[config.mk]
export PLATFORM = sky130hd
export DESIGN_NAME = data_store_buffer
export DESIGN_NICKNAME = d
export VERILOG_FILES = /design/src/rtl/cpu_mem_pkg.sv /design/src/rtl/sbuf_fifo.sv /design/src/rtl/data_store_buffer.sv
export SDC_FILE = /design/constraint.sdc
export NUM_CORES = 1
export LEC_CHECK = 0
export ABC_AREA = 1
export CAP_MARGIN = 10
export CORE_MARGIN = 2
export CORE_UTILIZATION = 57
export DETAILED_ROUTE_END_ITERATION = 16
export GPL_ROUTABILITY_DRIVEN = 0
export PLACE_DENSITY = 0.92
export SYNTH_ARGS = -nofsm -noshare
export SYNTH_HDL_FRONTEND = slang
export SYNTH_SLANG_ARGS = --single-unit
[constraint.sdc]
create_clock -name clk -period 6.85 [get_ports clk]
set_clock_uncertainty 0.2 [all_clocks]
set_input_delay 0.685 -clock clk [delete_from_list [all_inputs] [get_ports clk]]
set_output_delay 0.685 -clock clk [all_outputs]
set_load 0.1 [all_outputs]
[src/rtl/cpu_mem_pkg.sv]
// Shared types for the CPU data-path store buffer: request sizes, the
// buffered store entry layout and the buffer control states.
package cpu_mem_pkg;

    localparam logic [1:0] SIZE_BYTE = 2'b00;
    localparam logic [1:0] SIZE_HALF = 2'b01;
    localparam logic [1:0] SIZE_WORD = 2'b10;

    typedef struct packed {
        logic [1:0]  size;
        logic [31:0] addr;
        logic [31:0] wdata;
    } store_entry_t;

    localparam int STORE_ENTRY_W = $bits(store_entry_t);

    typedef enum logic {
        IDLE      = 1'b0,
        LOAD_WAIT = 1'b1
    } buf_state_t;

endpackage

[src/rtl/sbuf_fifo.sv]
// Generic synchronous circular FIFO with registered pointers and occupancy
// count; the head entry is always visible without a pop.
module sbuf_fifo #(
    parameter  int DEPTH = 4,
    parameter  int WIDTH = 66,
    localparam int PTR_W = $clog2(DEPTH)
) (
    input  logic             clk,
    input  logic             reset,
    input  logic             push,
    input  logic [WIDTH-1:0] push_data,
    input  logic             pop,
    output logic [WIDTH-1:0] head,
    output logic [PTR_W:0]   count,
    output logic             full,
    output logic             empty
);

    localparam logic [PTR_W:0] DEPTH_C = (PTR_W + 1)'(DEPTH);

    logic [WIDTH-1:0] storage_q [DEPTH];
    logic [PTR_W-1:0] wr_ptr_q, wr_ptr_d;
    logic [PTR_W-1:0] rd_ptr_q, rd_ptr_d;
    logic [PTR_W:0]   count_q, count_d;
    logic             do_push;
    logic             do_pop;

    assign full  = (count_q == DEPTH_C);
    assign empty = (count_q == '0);
    assign count = count_q;
    assign head  = storage_q[rd_ptr_q];

    // Pointers wrap naturally because DEPTH is a power of two.
    always_comb begin
        do_push  = push & ~full;
        do_pop   = pop & ~empty;
        wr_ptr_d = wr_ptr_q;
        rd_ptr_d = rd_ptr_q;
        count_d  = count_q;
        if (do_push) begin
            wr_ptr_d = wr_ptr_q + 1'b1;
        end
        if (do_pop) begin
            rd_ptr_d = rd_ptr_q + 1'b1;
        end
        case ({do_push, do_pop})
            2'b10:   count_d = count_q + 1'b1;
            2'b01:   count_d = count_q - 1'b1;
            default: count_d = count_q;
        endcase
    end

    always_ff @(posedge clk) begin
        if (reset) begin
            wr_ptr_q <= '0;
            rd_ptr_q <= '0;
            count_q  <= '0;
        end else begin
            wr_ptr_q <= wr_ptr_d;
            rd_ptr_q <= rd_ptr_d;
            count_q  <= count_d;
        end
    end

    // Storage needs no reset: an entry is only read after it has been written.
    always_ff @(posedge clk) begin
        if (do_push) begin
            storage_q[wr_ptr_q] <= push_data;
        end
    end

endmodule

[src/rtl/data_store_buffer.sv]
// Posted-write buffer between the core data port and the AXI bridge data port.
// Stores ack one cycle after acceptance and drain in order; loads wait for all stores.
module data_store_buffer
    import cpu_mem_pkg::*;
#(
    parameter  int DEPTH = 4,
    localparam int PTR_W = $clog2(DEPTH)
) (
    input  logic        clk,
    input  logic        reset,
    input  logic        cpu_req,
    input  logic        cpu_wr,
    input  logic [1:0]  cpu_size,
    input  logic [31:0] cpu_addr,
    input  logic [31:0] cpu_wdata,
    output logic [31:0] cpu_rdata,
    output logic        cpu_addr_ok,
    output logic        cpu_data_ok,
    output logic        mem_req,
    output logic        mem_wr,
    output logic [1:0]  mem_size,
    output logic [31:0] mem_addr,
    output logic [31:0] mem_wdata,
    input  logic [31:0] mem_rdata,
    input  logic        mem_addr_ok,
    input  logic        mem_data_ok
);

    buf_state_t     state_q, state_d;
    logic [PTR_W:0] inflight_q, inflight_d;
    logic           ack_q, ack_d;

    store_entry_t   push_entry;
    store_entry_t   head_entry;
    logic [STORE_ENTRY_W-1:0] head_bits;
    logic [PTR_W:0] fifo_count;
    logic           fifo_full;
    logic           fifo_empty;

    logic           store_accept;
    logic           load_pass;
    logic           drain;
    logic           inflight_inc;
    logic           inflight_dec;

    assign push_entry = '{size: cpu_size, addr: cpu_addr, wdata: cpu_wdata};
    assign head_entry = store_entry_t'(head_bits);

    sbuf_fifo #(
        .DEPTH (DEPTH),
        .WIDTH (STORE_ENTRY_W)
    ) u_fifo (
        .clk       (clk),
        .reset     (reset),
        .push      (store_accept),
        .push_data (push_entry),
        .pop       (drain & mem_addr_ok),
        .head      (head_bits),
        .count     (fifo_count),
        .full      (fifo_full),
        .empty     (fifo_empty)
    );

    // Port arbitration: a pending drain owns the bridge; a load only goes out
    // once nothing is buffered or in flight. Everything reads as 0 during reset.
    always_comb begin
        store_accept = 1'b0;
        load_pass    = 1'b0;
        drain        = 1'b0;
        cpu_addr_ok  = 1'b0;
        cpu_data_ok  = 1'b0;
        cpu_rdata    = '0;
        mem_req      = 1'b0;
        mem_wr       = 1'b0;
        mem_size     = '0;
        mem_addr     = '0;
        mem_wdata    = '0;
        if (!reset) begin
            cpu_data_ok = ack_q;
            case (state_q)
                IDLE: begin
                    drain        = ~fifo_empty;
                    store_accept = cpu_req & cpu_wr & ~fifo_full;
                    load_pass    = cpu_req & ~cpu_wr & (fifo_count == '0) &
                                   (inflight_q == '0);
                    if (drain) begin
                        mem_req   = 1'b1;
                        mem_wr    = 1'b1;
                        mem_size  = head_entry.size;
                        mem_addr  = head_entry.addr;
                        mem_wdata = head_entry.wdata;
                    end else if (load_pass) begin
                        mem_req   = 1'b1;
                        mem_size  = cpu_size;
                        mem_addr  = cpu_addr;
                    end
                    cpu_addr_ok = store_accept | (load_pass & mem_addr_ok);
                end
                LOAD_WAIT: begin
                    cpu_rdata   = mem_rdata;
                    cpu_data_ok = ack_q | mem_data_ok;
                end
                default: begin
                    cpu_addr_ok = 1'b0;
                end
            endcase
        end
    end

    // A mem_data_ok in IDLE with nothing in flight is ignored so the count never wraps.
    always_comb begin
        inflight_inc = drain & mem_addr_ok;
        inflight_dec = (state_q == IDLE) & mem_data_ok & (inflight_q != '0);
        case ({inflight_inc, inflight_dec})
            2'b10:   inflight_d = inflight_q + 1'b1;
            2'b01:   inflight_d = inflight_q - 1'b1;
            default: inflight_d = inflight_q;
        endcase
        ack_d   = store_accept;
        state_d = state_q;
        case (state_q)
            IDLE: begin
                if (load_pass & mem_addr_ok) begin
                    state_d = LOAD_WAIT;
                end
            end
            LOAD_WAIT: begin
                if (mem_data_ok) begin
                    state_d = IDLE;
                end
            end
            default: state_d = IDLE;
        endcase
    end

    always_ff @(posedge clk) begin
        if (reset) begin
            state_q    <= IDLE;
            inflight_q <= '0;
            ack_q      <= 1'b0;
        end else begin
            state_q    <= state_d;
            inflight_q <= inflight_d;
            ack_q      <= ack_d;
        end
    end

endmodule

==> metrics, run 1 <==
core area=just over 20000 µm²; Period minus WS final=approximately 4.9 ns; P_int=a little under 3 mW; Post-synth top flop=edfxtp_1; Comb pwr share=19.6%; core occupancy in the finished layout=roughly three quarters; Post-CTS Setup Repair Bufs=0; Setup crit start kind=register; Max stage delay on crit path=1.18 ns; Worst Hold Class=register to register; max-slew violations=0; CP max FO=70; Synth Warn #=0; Finish-stage setup viols=0; Reg clk slew, reported paths=approximately 0.060 ns; drt via density=about 5.6; Synth Area in XOR/XNOR=0%; sequential share of the synthesized area=between 60% and 70%; Cell Area, Synth=roughly 12000 µm²; DRC viols=0; Post-Synth Adder-Cell Area=less than 1%; count of different cell masters after synthesis=30; Hold Buf Count CTS=0; Max-cap violations=0; Max Fclk=between 200 and 250 MHz; critical path capture point type=output port; max_slew headroom=25.25%; first-pass GRT wire length=42.66 mm; htree depth=1; Root Buffer=clkbuf_16; gr ovfl total=0; Syn Area/Cell=around 11 µm²; Synth top area share=around 66%; clock buffer depth=3; num rows=52; # diodes=0; Hold Slack=0.2978 ns; final instance area=roughly 15000 µm²; vias in the first global route=~8500; VDD IR max=203.2 µV; most frequent CP cell=nand3_1; pwr dens=roughly 280 nW/µm²; Critical Path RT=around 6.0 ns; Cells after Synth=between 1000 and 1500; post-cts sizing count=0; vias post-DR=around 8500; Initial DRC Count=around 720; die area=22150 µm²; CTS tree=built; Pwr Total=around 4.2 mW; Yosys reg bits=~280; measured slew at the worst slew-check pin=1.119 ns; Final period util=between 70% and 80%; RSZ-0062 raised after global routing=no; Syn Nets=about 1200; status=finished, final reports clean; largest net degree at the start of global routing=between 70 and 80; final setup margin=between 1.5 and 2 ns; Commonest cells post-synth=edfxtp_1 (264), nand2_1 (187), nor2_1 (172); EDFF count, synth=between 200 and 300; antenna violations before repair=1; DP HPWL=approximately 16 mm; PortBufs=205; Total Neg Setup Slack=0 ns; Sw Share=29.26%; Arrival @ worst endpoint=approximately 4.0 ns; Lkg Pwr=5.094 nW; largest cells by area after synthesis=edfxtp_1 (66%), nand2_1 (5.9%), nand3_1 (5.9%); Final Hold Viols=0; remaining antenna violation count=0; layout cell share with drive strength beyond 1=between 10% and 20%; most frequent cell after synthesis=edfxtp_1; total net switching power=roughly 1.2 mW; routed wire length=approximately 28 mm; Layout Nets=between 1000 and 1500; gr usage total=approximately a quarter; worst skew pair latency=~0.52 ns; initial core utilization=58.54%; Clock power frac=34.8%; Post-synth ARST share=0%; cts bufs inserted=27; fin cells=1507; combinational family with the most area after synthesis=simple AND/OR/NAND/NOR gates; Routed wire per std cell=between 15 and 20 µm; post-synthesis mux area share=0%; first drt pass iteration count=5; Die X=around 150 µm; Sink Count=between 200 and 300; dpl cells=1459; Slowest-stage cell, CP=clkdlybuf4s50_1; Post-Synth Simple-Gate Area=between 10% and 20%; Die Height=around 150 µm; Ports=just over 200; Post-DP Area=14060 µm²; cell taking the most area after synthesis=edfxtp_1; post-synthesis compound-gate area fraction=about 7.8%; critical path cell sequence=inv_4 > buf_4 > nand2_1 > nand3_1 > nand3_1 > o21ai_1 > clkdlybuf4s50_1; Area Overhead vs Synth=24.96%; Seq pwr share=~46%; Crit Path Class=register to output port; Setup WS pre-CTS=~2 ns
layer usage:
metal / global-route usage (%) / up-vias / wire [µm]
met5: 0 / - / 15
met4: 9.095 / 2 / 711
met3: 4.251 / 53 / 2113
met2: 43.87 / 378 / 14250
met1: 30.36 / 4050 / 10440
li1: - / 3984 / -
worst max-delay path, delay by kind of cell, from the launching register on:
family	cells	cell delay, ns
buffers and inverters	3	2.40
flip-flops	1	0.55
AND/OR/NAND/NOR	3	0.31
AO/OA/AOI/OAI	1	0.16
worst paths after layout:
kind,startpoint,endpoint,slack (ns),cells after the start
setup / recovery,register,mem_size[1],1.96,7
hold / removal,u_fifo.rd_ptr_q[1],register,0.30,2
setup reg to reg,state_q,u_fifo.storage_q[1][31],3.66,7
hold reg to reg,u_fifo.rd_ptr_q[1],register,0.30,2
state kept, by name (all words and copies together) (netlist names), named ones only:
register / flops
u_fifo.wr_ptr_q: 2
u_fifo.storage_q: 264
u_fifo.rd_ptr_q: 2
inflight_q: 3
state_q: 1
ack_q: 1
u_fifo.count: 3
power groups by stage:
stage	clock network [mW]	registers (mW)	logic, mW
after detailed placement	0	1.95	0.818
after CTS	1.48	1.92	0.823
final	1.46	1.92	0.822
after global placement	0	1.95	0.799
after global routing	1.55	1.92	0.866
after floorplan	0	1.94	0.624
layout make-up:
class / instances / area [µm²]
clock buffer: 31 / 690.7
clock inverter: 17 / 190.2
fill: 1345 / 5485
inverter: 29 / 120.1
multi-input combinational: 667 / 3266
sequential: 278 / 8213
tap: 270 / 337.8
timing repair buffer: 215 / 2127
layout by cell type (no fill, tap or decap), types with 2 or more instances in the layout:
master             n
inv_1             22
clkbuf_1           4
clkbuf_16         27
clkdlybuf4s50_1  205
clkinv_1           4
o21ai_0           52
or2_2              2
nand3_1          140
clkinv_2           7
nor2_2             2
nor2_4             5
ha_1               6
a21oi_2           24
nand2_1          187
inv_4              2
inv_6              3
bufinv_16          4
fa_1               2
nand2_4            3
inv_2              3
edfxtp_1         264
dfxtp_1           12
buf_4             10
a21oi_1           18
nor2_1           168
nand4_1            2
o21ai_2           30
nor2_8             2
o21ai_1           21
kinds of logic after synthesis:
group | Yosys count
AND/OR/NAND/NOR | 514
flip-flops | 278
AO/OA/AOI/OAI | 145
buffers and inverters | 96
adder cells (fa/ha/maj) | 8
Power figures use the tool's default switching activity.
==> run 2: changes to the inputs <==
--- a/config.mk
+++ b/config.mk
@@ -8,10 +8,10 @@
 export ABC_AREA = 1
 export CAP_MARGIN = 10
 export CORE_MARGIN = 2
-export CORE_UTILIZATION = 57
+export CORE_UTILIZATION = 53
 export DETAILED_ROUTE_END_ITERATION = 16
 export GPL_ROUTABILITY_DRIVEN = 0
-export PLACE_DENSITY = 0.92
+export PLACE_DENSITY = 0.87
 export SYNTH_ARGS = -nofsm -noshare
 export SYNTH_HDL_FRONTEND = slang
 export SYNTH_SLANG_ARGS = --single-unit
==> constraint.sdc (replaced) <==
create_clock -name clk -period 4.67 [get_ports clk]
set_clock_uncertainty 0.2 [all_clocks]
set_input_delay 0.467 -clock clk [delete_from_list [all_inputs] [get_ports clk]]
set_output_delay 0.467 -clock clk [all_outputs]
set_load 0.1 [all_outputs]
==> run 2 against run 1 <==
Compared with the run above:
- largest power group unchanged
- design area is 2.0% higher
- clock power rose by 49%
- hold slack gained 0.0050 ns
- final cell count rose by 1.2%
- flip-flop and latch count stayed put
- largest cell class unchanged
- sequential power up 46%
- utilization shrank 3.8 points
==> metrics, run 2 (synthesis gave the netlist of run 1 again) <==
Die X=around 150 µm; htree depth=1; Setup crit start kind=register; Clock power frac=between 30% and 40%; total net switching power=approximately 1.9 mW; Crit Path Class=register to output port; pwr dens=about 400 nW/µm²; Seq pwr share=between 40% and 50%; clock buffer depth=3; worst skew pair latency=0.52 ns; measured slew at the worst slew-check pin=roughly 1.1 ns; gr ovfl total=0; DRC viols=0; Arrival @ worst endpoint=approximately 3 ns; cts bufs inserted=27; Root Buffer=clkbuf_16; Area Overhead vs Synth=27.42%; largest net degree at the start of global routing=99; Total Neg Setup Slack=0 ns; Max Fclk=around 270 MHz; CP max FO=91; final instance area=15240 µm²; vias post-DR=8612; Ports=approximately 200; layout cell share with drive strength beyond 1=approximately a fifth; die area=~24000 µm²; vias in the first global route=roughly 8900; Comb pwr share=about a fifth; gr usage total=between 20% and 30%; dpl cells=~1500; Reg with most FFs=u_fifo.storage_q; Post-DP Area=between 10000 and 15000 µm²; num rows=54; remaining antenna violation count=0; Final period util=78.49%; Period minus WS final=between 3 and 4 ns; Worst Hold Class=register to register; drt via density=~5.6; Finish-stage setup viols=0; Routed wire per std cell=between 15 and 20 µm; Post-CTS Setup Repair Bufs=0; Reg clk slew, reported paths=~0.06 ns; Critical Path RT=4.00 ns; commonest non-fill, non-tap cell in the layout=edfxtp_1; post-cts sizing count=0; max reg flops=around 260; Setup WS pre-CTS=roughly 1.1 ns; Sw Share=between 20% and 30%; max_slew headroom=between 20% and 30%; PortBufs=205; final setup margin=around 1.0 ns; Lkg Pwr=5.436 nW; P_int=roughly 4.4 mW; first-pass GRT wire length=45.85 mm; leading cell types in the layout, fill and taps excluded=edfxtp_1 (264), nand2_1 (187), nor2_1 (168), nand3_1 (140), clkdlybuf4s50_1 (103); routed wire length=29.39 mm; core area=between 20000 and 25000 µm²; Die Height=154.2 µm; Hold Buf Count CTS=0; fin cells=about 1500; Max-cap violations=0; antenna violations before repair=1; critical path capture point type=output port; first drt pass iteration count=5; # diodes=0; status=finished, final reports clean; initial core utilization=54.46%; DP HPWL=around 18 mm; VDD IR max=slightly above 300 µV; Sink Count=around 280; RSZ-0062 raised after global routing=no; Initial DRC Count=672; Layout Nets=around 1300; Final Hold Viols=0; max-slew violations=0; CTS tree=built
## run 2: cell count changes in the layout (fill, tap and decap cells not counted), sizes merged
cell	delta
buf	+108
clkbuf	-3
clkdlybuf4s50	-102
clkinv	+4
clkinvlp	+2
inv	-1
## run 2: through the flow
step | utilization, % | power, mW | hold WS, ns
6_report | 69.40 | 6.268 | 0.3028
3_3_place_gp | 65.31 | 4.103 | 0.2955
4_1_cts | 69.40 | 6.294 | 0.3039
2_1_floorplan | - | 3.761 | 0.2703
3_5_place_dp | 65.31 | 4.135 | 0.2924
5_1_grt | 69.40 | 6.457 | 0.3311
## run 2: worst max-delay path: stages (launching register included)
cell and delay [ns]:
dfxtp_4 0.65, buf_4 0.82, nand2_1 0.21, nand3_1 0.16, nand3_1 0.13, o21ai_2 0.10
buf_4 0.31
## run 2: final timing paths
path | start | to | slack, ns | cells past startpoint
min reg2reg | u_fifo.rd_ptr_q[1] | register | 0.30 | 2
min | u_fifo.rd_ptr_q[1] | register | 0.30 | 2
max reg2reg | state_q | u_fifo.count[2] | 1.72 | 12
max | register | mem_addr[25] | 1.00 | 6
## run 2: area by class of cell
cell class | instances | area (µm²)
Fill cell | 1440 | 6720
Multi-Input combinational cell | 667 | 3266
Clock buffer | 28 | 679.4
Timing Repair Buffer | 221 | 2392
Tap cell | 280 | 350.3
Clock inverter | 22 | 217.7
Sequential cell | 278 | 8213
Inverter | 29 | 120.1
## run 2: routing by layer
layer / global-route usage, % / wire length (µm)
met5: 0 / 0
met3: 3.530 / 2169
met1: 29.82 / 11070
met2: 44.44 / 15360
met4: 8.545 / 787
## run 2: power groups by stage
| stage | sequential (mW) | clock [mW] | combinational, mW |
|---|---|---|---|
| final | 2.80 | 2.18 | 1.28 |
| after global routing | 2.81 | 2.31 | 1.34 |
| after CTS | 2.80 | 2.21 | 1.28 |
| after detailed placement | 2.86 | 0 | 1.28 |
| after floorplan | 2.85 | 0 | 0.915 |
| after global placement | 2.85 | 0 | 1.25 |
